`src/rtl/pipelined_control_unit.sv`:
```
// pipelined_control_unit
//   Main controller for the 5-stage MIPS datapath. Decodes the ID-stage opcode
//   into EX/M/WB/Jump control bundles and carries them through the ID/EX,
//   EX/MEM and MEM/WB control registers. Also detects load-use hazards and
//   stalls for LOADUSE_STALL cycles. It flushes on a taken branch (resolved
//   in MEM) and on an ID-stage jump.
//
// Handshake: none. This is a lock-step pipeline. Stall holds PC and IF/ID
//   upstream. FlushIFID zeroes the IF/ID instruction register upstream.
//
// Ports:
//   Clk          in   rising-edge clock
//   Rst_n        in   asynchronous active-low reset
//   OpCode       in   IF/ID instruction [31:26]
//   Rs           in   IF/ID instruction [25:21]
//   Rt           in   IF/ID instruction [20:16]
//   BranchTaken  in   branch resolved taken in MEM stage
//   EX           out  ID/EX bundle  {shsb[1:0], ALUOp[3:0], ALUSrc, RegDst[1:0]}
//   M            out  EX/MEM bundle {Branch, MemRead, MemWrite, SpecBranch, BNE}
//   WB           out  MEM/WB bundle {lblh, MemToReg[1:0], RegWrite}
//   Jump         out  ID-stage jump, suppressed while stalling
//   Stall        out  hold PC and IF/ID
//   FlushIFID    out  zero the IF/ID instruction
module pipelined_control_unit #(
    parameter int REG_AW        = 5,
    parameter int LOADUSE_STALL = 1,   // legal range 1..3
    parameter int R0_IGNORE     = 1
) (
    input  logic              Clk,
    input  logic              Rst_n,
    input  logic [5:0]        OpCode,
    input  logic [REG_AW-1:0] Rs,
    input  logic [REG_AW-1:0] Rt,
    input  logic              BranchTaken,
    output logic [8:0]        EX,
    output logic [4:0]        M,
    output logic [3:0]        WB,
    output logic              Jump,
    output logic              Stall,
    output logic              FlushIFID
);

    // Value loaded into the stall counter on a fresh hazard. The hazard cycle
    // itself is the first bubble, so the counter covers the remaining ones.
    localparam logic [1:0] STALL_RELOAD = 2'(LOADUSE_STALL - 1);

    // ---------------- ID-stage decode ----------------
    logic [8:0] dec_ex;
    logic [4:0] dec_m;
    logic [3:0] dec_wb;
    logic       dec_jump;
    logic       uses_rt;

    always_comb begin
        dec_ex   = '0;
        dec_m    = '0;
        dec_wb   = '0;
        dec_jump = 1'b0;
        uses_rt  = 1'b0;
        case (OpCode)
            6'b000000: begin  // R-type
                dec_ex  = 9'b00_0000_0_01;
                dec_wb  = 4'b0_01_1;
                uses_rt = 1'b1;
            end
            6'b000001: begin  // BGEZ / BLTZ
                dec_ex = 9'b00_0010_1_00;
                dec_m  = 5'b10010;
            end
            6'b000010: begin  // J
                dec_jump = 1'b1;
            end
            6'b000011: begin  // JAL: writes the link register
                dec_ex   = 9'b00_0000_0_10;
                dec_wb   = 4'b0_10_1;
                dec_jump = 1'b1;
            end
            6'b000100: begin  // BEQ
                dec_ex  = 9'b00_0001_0_00;
                dec_m   = 5'b10000;
                uses_rt = 1'b1;
            end
            6'b000101: begin  // BNE
                dec_ex  = 9'b00_0001_0_00;
                dec_m   = 5'b10001;
                uses_rt = 1'b1;
            end
            6'b000110: begin  // BLEZ
                dec_ex = 9'b00_0011_0_00;
                dec_m  = 5'b10010;
            end
            6'b000111: begin  // BGTZ
                dec_ex = 9'b00_0100_0_00;
                dec_m  = 5'b10010;
            end
            6'b001000: begin  // ADDI
                dec_ex = 9'b00_0101_1_00;
                dec_wb = 4'b0_01_1;
            end
            6'b001010: begin  // SLTI
                dec_ex = 9'b00_0111_1_00;
                dec_wb = 4'b0_01_1;
            end
            6'b001100: begin  // ANDI
                dec_ex = 9'b00_1000_1_00;
                dec_wb = 4'b0_01_1;
            end
            6'b001101: begin  // ORI
                dec_ex = 9'b00_1001_1_00;
                dec_wb = 4'b0_01_1;
            end
            6'b001110: begin  // XORI
                dec_ex = 9'b00_1010_1_00;
                dec_wb = 4'b0_01_1;
            end
            6'b011100: begin  // MUL
                dec_ex  = 9'b00_1011_0_01;
                dec_wb  = 4'b0_01_1;
                uses_rt = 1'b1;
            end
            6'b100000: begin  // LB
                dec_ex = 9'b00_0101_1_00;
                dec_m  = 5'b01000;
                dec_wb = 4'b0_11_1;
            end
            6'b100001: begin  // LH
                dec_ex = 9'b00_0101_1_00;
                dec_m  = 5'b01000;
                dec_wb = 4'b1_11_1;
            end
            6'b100011: begin  // LW
                dec_ex = 9'b00_0101_1_00;
                dec_m  = 5'b01000;
                dec_wb = 4'b0_00_1;
            end
            6'b101000: begin  // SB
                dec_ex  = 9'b10_0101_1_00;
                dec_m   = 5'b00100;
                uses_rt = 1'b1;
            end
            6'b101001: begin  // SH
                dec_ex  = 9'b01_0101_1_00;
                dec_m   = 5'b00100;
                uses_rt = 1'b1;
            end
            6'b101011: begin  // SW
                dec_ex  = 9'b00_0101_1_00;
                dec_m   = 5'b00100;
                uses_rt = 1'b1;
            end
            default: ;        // illegal opcode: safe all-zero bubble
        endcase
    end

    // ---------------- pipeline control registers ----------------
    logic [8:0]        id_ex_ex;
    logic [4:0]        id_ex_m;
    logic [3:0]        id_ex_wb;
    logic [REG_AW-1:0] id_ex_dst_rt;
    logic [4:0]        ex_mem_m;
    logic [3:0]        ex_mem_wb;
    logic [3:0]        mem_wb_wb;
    logic [1:0]        stall_cnt;

    // ---------------- hazard detection ----------------
    logic load_in_ex;
    logic dst_ok;
    logic hz;

    assign load_in_ex = id_ex_m[3];
    assign dst_ok     = (R0_IGNORE == 0) || (id_ex_dst_rt != '0);
    assign hz         = load_in_ex && dst_ok &&
                        ((id_ex_dst_rt == Rs) || (uses_rt && (id_ex_dst_rt == Rt)));

    // A taken branch squashes the stalled instruction anyway, so it wins.
    assign Stall     = ~BranchTaken & (hz | (stall_cnt != 2'd0));
    assign Jump      = dec_jump & ~Stall;
    assign FlushIFID = BranchTaken | Jump;

    assign EX = id_ex_ex;
    assign M  = ex_mem_m;
    assign WB = mem_wb_wb;

    always_ff @(posedge Clk or negedge Rst_n) begin
        if (!Rst_n) begin
            id_ex_ex     <= '0;
            id_ex_m      <= '0;
            id_ex_wb     <= '0;
            id_ex_dst_rt <= '0;
            ex_mem_m     <= '0;
            ex_mem_wb    <= '0;
            mem_wb_wb    <= '0;
            stall_cnt    <= '0;
        end else begin
            if (BranchTaken) begin
                stall_cnt <= 2'd0;
            end else if (hz && (stall_cnt == 2'd0)) begin
                stall_cnt <= STALL_RELOAD;
            end else if (stall_cnt != 2'd0) begin
                stall_cnt <= stall_cnt - 2'd1;
            end

            // Bubble into EX while stalling or squashing a wrong-path fetch.
            if (BranchTaken || Stall) begin
                id_ex_ex     <= '0;
                id_ex_m      <= '0;
                id_ex_wb     <= '0;
                id_ex_dst_rt <= '0;
            end else begin
                id_ex_ex     <= dec_ex;
                id_ex_m      <= dec_m;
                id_ex_wb     <= dec_wb;
                id_ex_dst_rt <= Rt;
            end

            // The branch itself sits in MEM; everything younger is squashed.
            if (BranchTaken) begin
                ex_mem_m  <= '0;
                ex_mem_wb <= '0;
            end else begin
                ex_mem_m  <= id_ex_m;
                ex_mem_wb <= id_ex_wb;
            end

            mem_wb_wb <= ex_mem_wb;
        end
    end

endmodule

```
`config.mk`:
```
export PLATFORM = sky130hd
export DESIGN_NAME = pipelined_control_unit
export DESIGN_NICKNAME = d
export VERILOG_FILES = /design/src/rtl/pipelined_control_unit.sv
export SDC_FILE = /design/constraint.sdc
export NUM_CORES = 1
export LEC_CHECK = 0
export ABC_AREA = 1
export CAP_MARGIN = 40
export CORE_AREA = 2 2 59 84
export CTS_BUF_LIST = sky130_fd_sc_hd__clkbuf_8
export DETAILED_ROUTE_END_ITERATION = 8
export DIE_AREA = 0 0 61 86
export PLACE_DENSITY = 0.71
export SKIP_CTS_REPAIR_TIMING = 1
export SYNTH_ARGS = -nofsm -noshare
export SYNTH_HDL_FRONTEND = slang
export SYNTH_SLANG_ARGS = --single-unit
```
`constraint.sdc`:
```
create_clock -name Clk -period 1.9 [get_ports Clk]
set_clock_uncertainty 0.15 [all_clocks]
set_input_delay 0.475 -clock Clk [delete_from_list [all_inputs] [get_ports Clk]]
set_output_delay 0.475 -clock Clk [all_outputs]
set_load 0.01 [all_outputs]
```
==> flow_summary.json, run 1 <==
{
  "status": "complete, but fails checks",
  "failed_checks": "setup timing",
  "layout.cells.most_common": "nor2_1",
  "die-width_um": 61,
  "synth-seq-cells": 38,
  "mappedNetlistArea_sq_um": 1740,
  "clk_pin_slew_ns": 0.07,
  "detailed_routing_iteration_count_for_the_pre_antenna_repair_pass": 4,
  "rsz_0062_raised_after_global_routing": "true",
  "layout_common_cells": "nor2_1 (46), buf_4 (43), inv_1 (41), dfrtp_1 (38), nand2_1 (32)",
  "htree_num_levels": 2,
  "yosys_warnings": 0,
  "maxSlewHeadroom_pct": 69.7,
  "power_density_nw_per_um2": 606,
  "cellLeakagePower_uw": 0.00150,
  "setup.worst_path.class": "reg2out",
  "placementRows": 29,
  "clock_sinks": 38,
  "vias_per_cell": 4.27,
  "synth_cell_type_count": 21,
  "post-route-period-util_pct": 121,
  "first_global_vias": 1565,
  "ir_drop_mv": 0.312,
  "fin_area_sq_um": 2720,
  "timing.final.ws_setup_ns": -0.405,
  "clock-root-buffer": "clkbuf_8",
  "drt_wl_total_mm": 4.02,
  "timing.final.crit_period_ns": 2.30,
  "final-max-slew-violation-count": 0,
  "setup.worst_path.start_class": "flop",
  "cts_buffer_depth": 2,
  "initial_utilization_pct": 39.1,
  "sequential_fraction_of_the_synthesis_area_pct": 54.6,
  "max_freq_mhz": 434,
  "dp_hpwl_mm": 3.03,
  "die_h_um": 86,
  "setup.worst_path.end_class": "output pin",
  "routability_driven_placement_congestion_ratio": 0.908,
  "max_slew.worst_pin.slew_ns": 0.455,
  "tritoncts": "done",
  "required_time_at_the_endpoint_of_the_critical_path_ns": 1.27,
  "finalHoldViolCount": 0,
  "ioPinCount": 40,
  "global_route_wire_length_before_repair_mm": 6.62,
  "synth_cells": 212,
  "dpl-instance-area_sq_um": 2520,
  "drc_violations_left": 0,
  "syn_to_final_growth_pct": 55.8,
  "grt_antenna_before_repair": 0,
  "fin_total_pwr_uw": 1640,
  "n_antenna_cell": 0,
  "core-area_sq_um": 4460,
  "remaining_overflow_grt": 0,
  "design.final.nets": 319,
  "worstSkewPairLatency_ns": 0.29,
  "number_of_buffers_added_by_the_clock_tree_synthesis_step": 5,
  "routedWlPerCell_um": 11.1,
  "syn_area_per_cell_sq_um": 8.22,
  "worst-path-max-fanout": 2,
  "detailroute.via_count": 1549,
  "die_area_sq_um": 5250,
  "setup_violations": 13,
  "worstPathArrival_ns": 1.68,
  "grt_start_max_net_pins": 39,
  "detail_route.iter0.violations": 45,
  "synth.net_count": 231,
  "port_bufs": 39,
  "drt.antenna.violating_nets": 0,
  "final_layout_size_suffix_gt1_share_pct": 28.2,
  "holdCritPathClass": "in2async",
  "gr-usage-all-layers_pct": 17.3,
  "drv_cap": 0
}
final cells by class:
type	count	area, sq um
inverters	44	165
multi-input cells	126	647
clock buffers	6	82.6
well taps	62	77.6
fillers	393	1750
repair buffers	85	779
clock inverters	2	12.5
flip-flops and latches	38	951
synth_stat cells:
cell type	number	area share [%]
xor2_1	3	1.5
nor4_1	1	0.36
nand4_1	2	0.72
o211ai_1	2	0.86
nor3_1	3	0.86
or2_2	1	0.36
nor3_2	1	0.57
xnor2_1	1	0.50
clkbuf_1	1	0.22
nor3b_1	1	0.43
a21oi_1	5	1.4
dfrtp_1	38	55
nand3_2	3	1.7
nand2_2	3	1.1
o21ai_0	6	1.7
nor2_4	2	1.3
nand3_1	8	2.3
nand2_1	34	7.3
inv_1	44	9.5
nor2_1	50	11
buf_6	3	1.9
sequential cells by signal, indices dropped and copies added, names as in the netlist:
register      count
M                 5
stall_cnt         2
EX                9
ex_mem_wb         4
id_ex_dst_rt      5
id_ex_m           5
WB                4
id_ex_wb          4
metrics by stage:
stage	hold WS, ns	setup WS (ns)	TNS [ns]	instances	utilization, %
after floorplan	0.0294	-0.0128	-0.0128	212	-
after global placement	0.183	-1.12	-14.39	351	56.4
after detailed placement	0.186	-1.15	-14.87	351	56.4
after CTS	0.0768	-1.18	-8.50	359	58.5
after global routing	0.116	-0.537	-4.22	363	60.8
final	0.0693	-0.405	-1.27	363	60.8
report_power, final:
part | internal [uW] | switching, uW | total (uW)
Clock | 291 | 268 | 559
Combinational | 127 | 125 | 251
Sequential | 825 | 8.17 | 834
Total | 1240 | 401 | 1640
metal layers:
layer | wire length [um] | track usage (%)
met1 | 1450 | 16.7
met2 | 2390 | 33.2
met3 | 89 | 3.17
met4 | 99 | 7.71
met5 | 0 | 0
worst max-delay path, cell delays in order (launching register included):
cell	delay [ns]
dfrtp_1	0.39
buf_4	0.14
xor2_1	0.15
nor2_1	0.14
nand3_2	0.12
nand2_2	0.11
nand2_2	0.06
nand2_2	0.08
a21oi_2	0.06
buf_2	0.13
kinds of logic after synthesis:
kind of cell / Yosys count / share of synthesized area, %
AND/OR/NAND/NOR: 109 / 27.8
buffers and inverters: 48 / 11.6
flip-flops: 38 / 54.6
AO/OA/AOI/OAI: 13 / 4.02
XOR/XNOR: 4 / 2.01
path summary, 6_finish.rpt:
| path | startpoint | endpoint | slack, ns | cells after the start |
|---|---|---|---|---|
| min in group Clk | ex_mem_wb[1] | WB[1] | 0.20 | 0 |
| worst max register to register | id_ex_dst_rt[3] | id_ex_m[3] | -0.02 | 11 |
| worst max-delay path | id_ex_dst_rt[3] | Jump | -0.40 | 9 |
| max in group asynchronous | Rst_n | WB[0] | 1.21 | 2 |
| worst min-delay path | Rst_n | id_ex_dst_rt[3] | 0.07 | 2 |
| worst min register to register | ex_mem_wb[1] | WB[1] | 0.20 | 0 |
Power figures use the tool's default switching activity.
==> inputs of run 2 (changes only) <==
Settings changed: MAX_ROUTING_LAYER set to met4.
==> flow_summary.json, run 2 (same netlist as run 1, synthesis figures left out) <==
{
  "clk_pin_slew_ns": 0.07,
  "gr-usage-all-layers_pct": 17.2,
  "drv_cap": 0,
  "final_util_pct": 59.9,
  "layout_common_cells": "nor2_1 (46), buf_4 (42), dfrtp_1 (38), inv_1 (38), nand2_1 (30)",
  "timing.final.crit_period_ns": 2.29,
  "timing.final.ws_setup_ns": -0.389,
  "final-max-slew-violation-count": 0,
  "die_h_um": 86,
  "met1_usage_pct": 17.1,
  "gr_util_met2_pct": 28.9,
  "numPlacedInstances": 352,
  "design.final.nets": 316,
  "rsz_0062_raised_after_global_routing": "true",
  "ioPinCount": 40,
  "placementRows": 29,
  "setup_violations": 3,
  "htree_num_levels": 2,
  "combinationalPowerShare_pct": 14.8,
  "maxSlewHeadroom_pct": 69.2,
  "cts_buffer_depth": 2,
  "worst-path-max-fanout": 2,
  "number_of_buffers_added_by_the_clock_tree_synthesis_step": 5,
  "routability_driven_placement_congestion_ratio": 0.841,
  "fin_area_sq_um": 2670,
  "final.setup.tns_ns": -1.15,
  "n_antenna_cell": 0,
  "setup.worst_path.class": "in2out",
  "net-switching-power_uw": 400,
  "worstPathArrival_ns": 1.66,
  "flip_flop_count_of_the_largest_register_all_copies_and_words_added": 9,
  "layoutNonFillerInstCount": 360,
  "tritoncts": "done",
  "drc_violations_left": 0,
  "n_fill_cell": 391,
  "dp_hpwl_mm": 3.03,
  "detailed_routing_iteration_count_for_the_pre_antenna_repair_pass": 4,
  "detail_route.iter0.violations": 18,
  "die-width_um": 61,
  "worstSkewPairLatency_ns": 0.29,
  "failed_checks": "setup timing",
  "drt.antenna.violating_nets": 0,
  "sw_frac_of_total_pct": 24.4,
  "holdCritPathClass": "in2async",
  "finalHoldWorstSlack_ns": 0.0661,
  "dpl-instance-area_sq_um": 2520,
  "routedWlPerCell_um": 10.4,
  "post-route-period-util_pct": 120,
  "vias_per_cell": 4.33,
  "grt_start_max_net_pins": 39,
  "status": "complete, but fails checks",
  "syn_to_final_growth_pct": 53.4,
  "grt_antenna_before_repair": 0,
  "layout.cells.most_common": "nor2_1",
  "power_density_nw_per_um2": 612,
  "use_met3_pct": 3.92,
  "detailroute.via_count": 1557,
  "die_area_sq_um": 5250,
  "setup.worst_path.start_class": "primary input",
  "first_global_vias": 1559,
  "gr-max-usage-layer": "met2",
  "clock-root-buffer": "clkbuf_8",
  "clock_power_share_pct": 34.3,
  "remaining_overflow_grt": 0,
  "drt_wl_total_mm": 3.74,
  "final_layout_size_suffix_gt1_share_pct": 28.5,
  "max_slew.worst_pin.slew_ns": 0.462,
  "initial_utilization_pct": 39.1,
  "max_freq_mhz": 437,
  "sequentialPowerShare_pct": 51.0,
  "required_time_at_the_endpoint_of_the_critical_path_ns": 1.27,
  "finalHoldViolCount": 0,
  "clock_sinks": 38,
  "global_route_wire_length_before_repair_mm": 6.48,
  "port_bufs": 39,
  "p_int_uw": 1240,
  "setup.worst_path.end_class": "output pin",
  "ir_drop_mv": 0.268,
  "core-area_sq_um": 4460,
  "cellLeakagePower_uw": 0.00148
}
-- run 2: cell types whose count changed in the layout (fill, tap and decap cells not counted), sizes merged --
cell | before | now
clkbuf | 9 | 6
buf | 48 | 47
dlymetal6s2s | 14 | 15
-- run 2: critical path, stage by stage --
cell	delay (ns)
clkdlybuf4s50_1	0.47
xnor2_1	0.13
nand3_2	0.15
nand2_2	0.11
nand2_2	0.06
nand2_2	0.08
a21oi_2	0.05
buf_2	0.13
-- run 2: per-layer routing --
| layer | wire (um) | up-vias | part of all wire (%) |
|---|---|---|---|
| met5 | 0 | - | 0 |
| met4 | 206 | 0 | 5.5 |
| met3 | 108 | 13 | 2.9 |
| met2 | 2060 | 27 | 55 |
| met1 | 1370 | 717 | 37 |
| li1 | - | 800 | - |
-- run 2: final timing paths --
kind                       cells after the start  slack [ns]     to            start
max                                            8       -0.39   Jump            Rs[4]
max reg2reg                                    9        0.13  EX[2]  id_ex_dst_rt[1]
min reg2reg                                    0        0.21  WB[3]     ex_mem_wb[3]
max in group asynchronous                      2        1.20  WB[0]            Rst_n
min                                            2        0.07  EX[3]            Rst_n
min in group Clk                               0        0.21  WB[3]     ex_mem_wb[3]
-- run 2: layout make-up --
type | count | area, sq um | share of cell area, %
Multi-Input combinational cell | 126 | 642 | 24.0
Inverter | 44 | 165 | 6.18
Clock buffer | 6 | 82.6 | 3.09
Tap cell | 62 | 77.6 | 2.90
Sequential cell | 38 | 951 | 35.6
Clock inverter | 2 | 12.5 | 0.468
Timing Repair Buffer | 82 | 743 | 27.8
-- run 2: power groups by stage --
stage	Combinational [uW]	Sequential (uW)	Clock, uW
after floorplan	95.9	852	0
after global placement	237	849	0
after detailed placement	241	849	0
after CTS	242	834	576
after global routing	271	836	604
final	242	834	561
-- run 2: through the flow --
stage          total power [uW]  setup slack (ns)
6_report                   1640            -0.389
4_1_cts                    1650             -1.14
5_1_grt                    1710            -0.482
2_1_floorplan               947           -0.0128
3_3_place_gp               1090             -1.12
3_5_place_dp               1090             -1.14
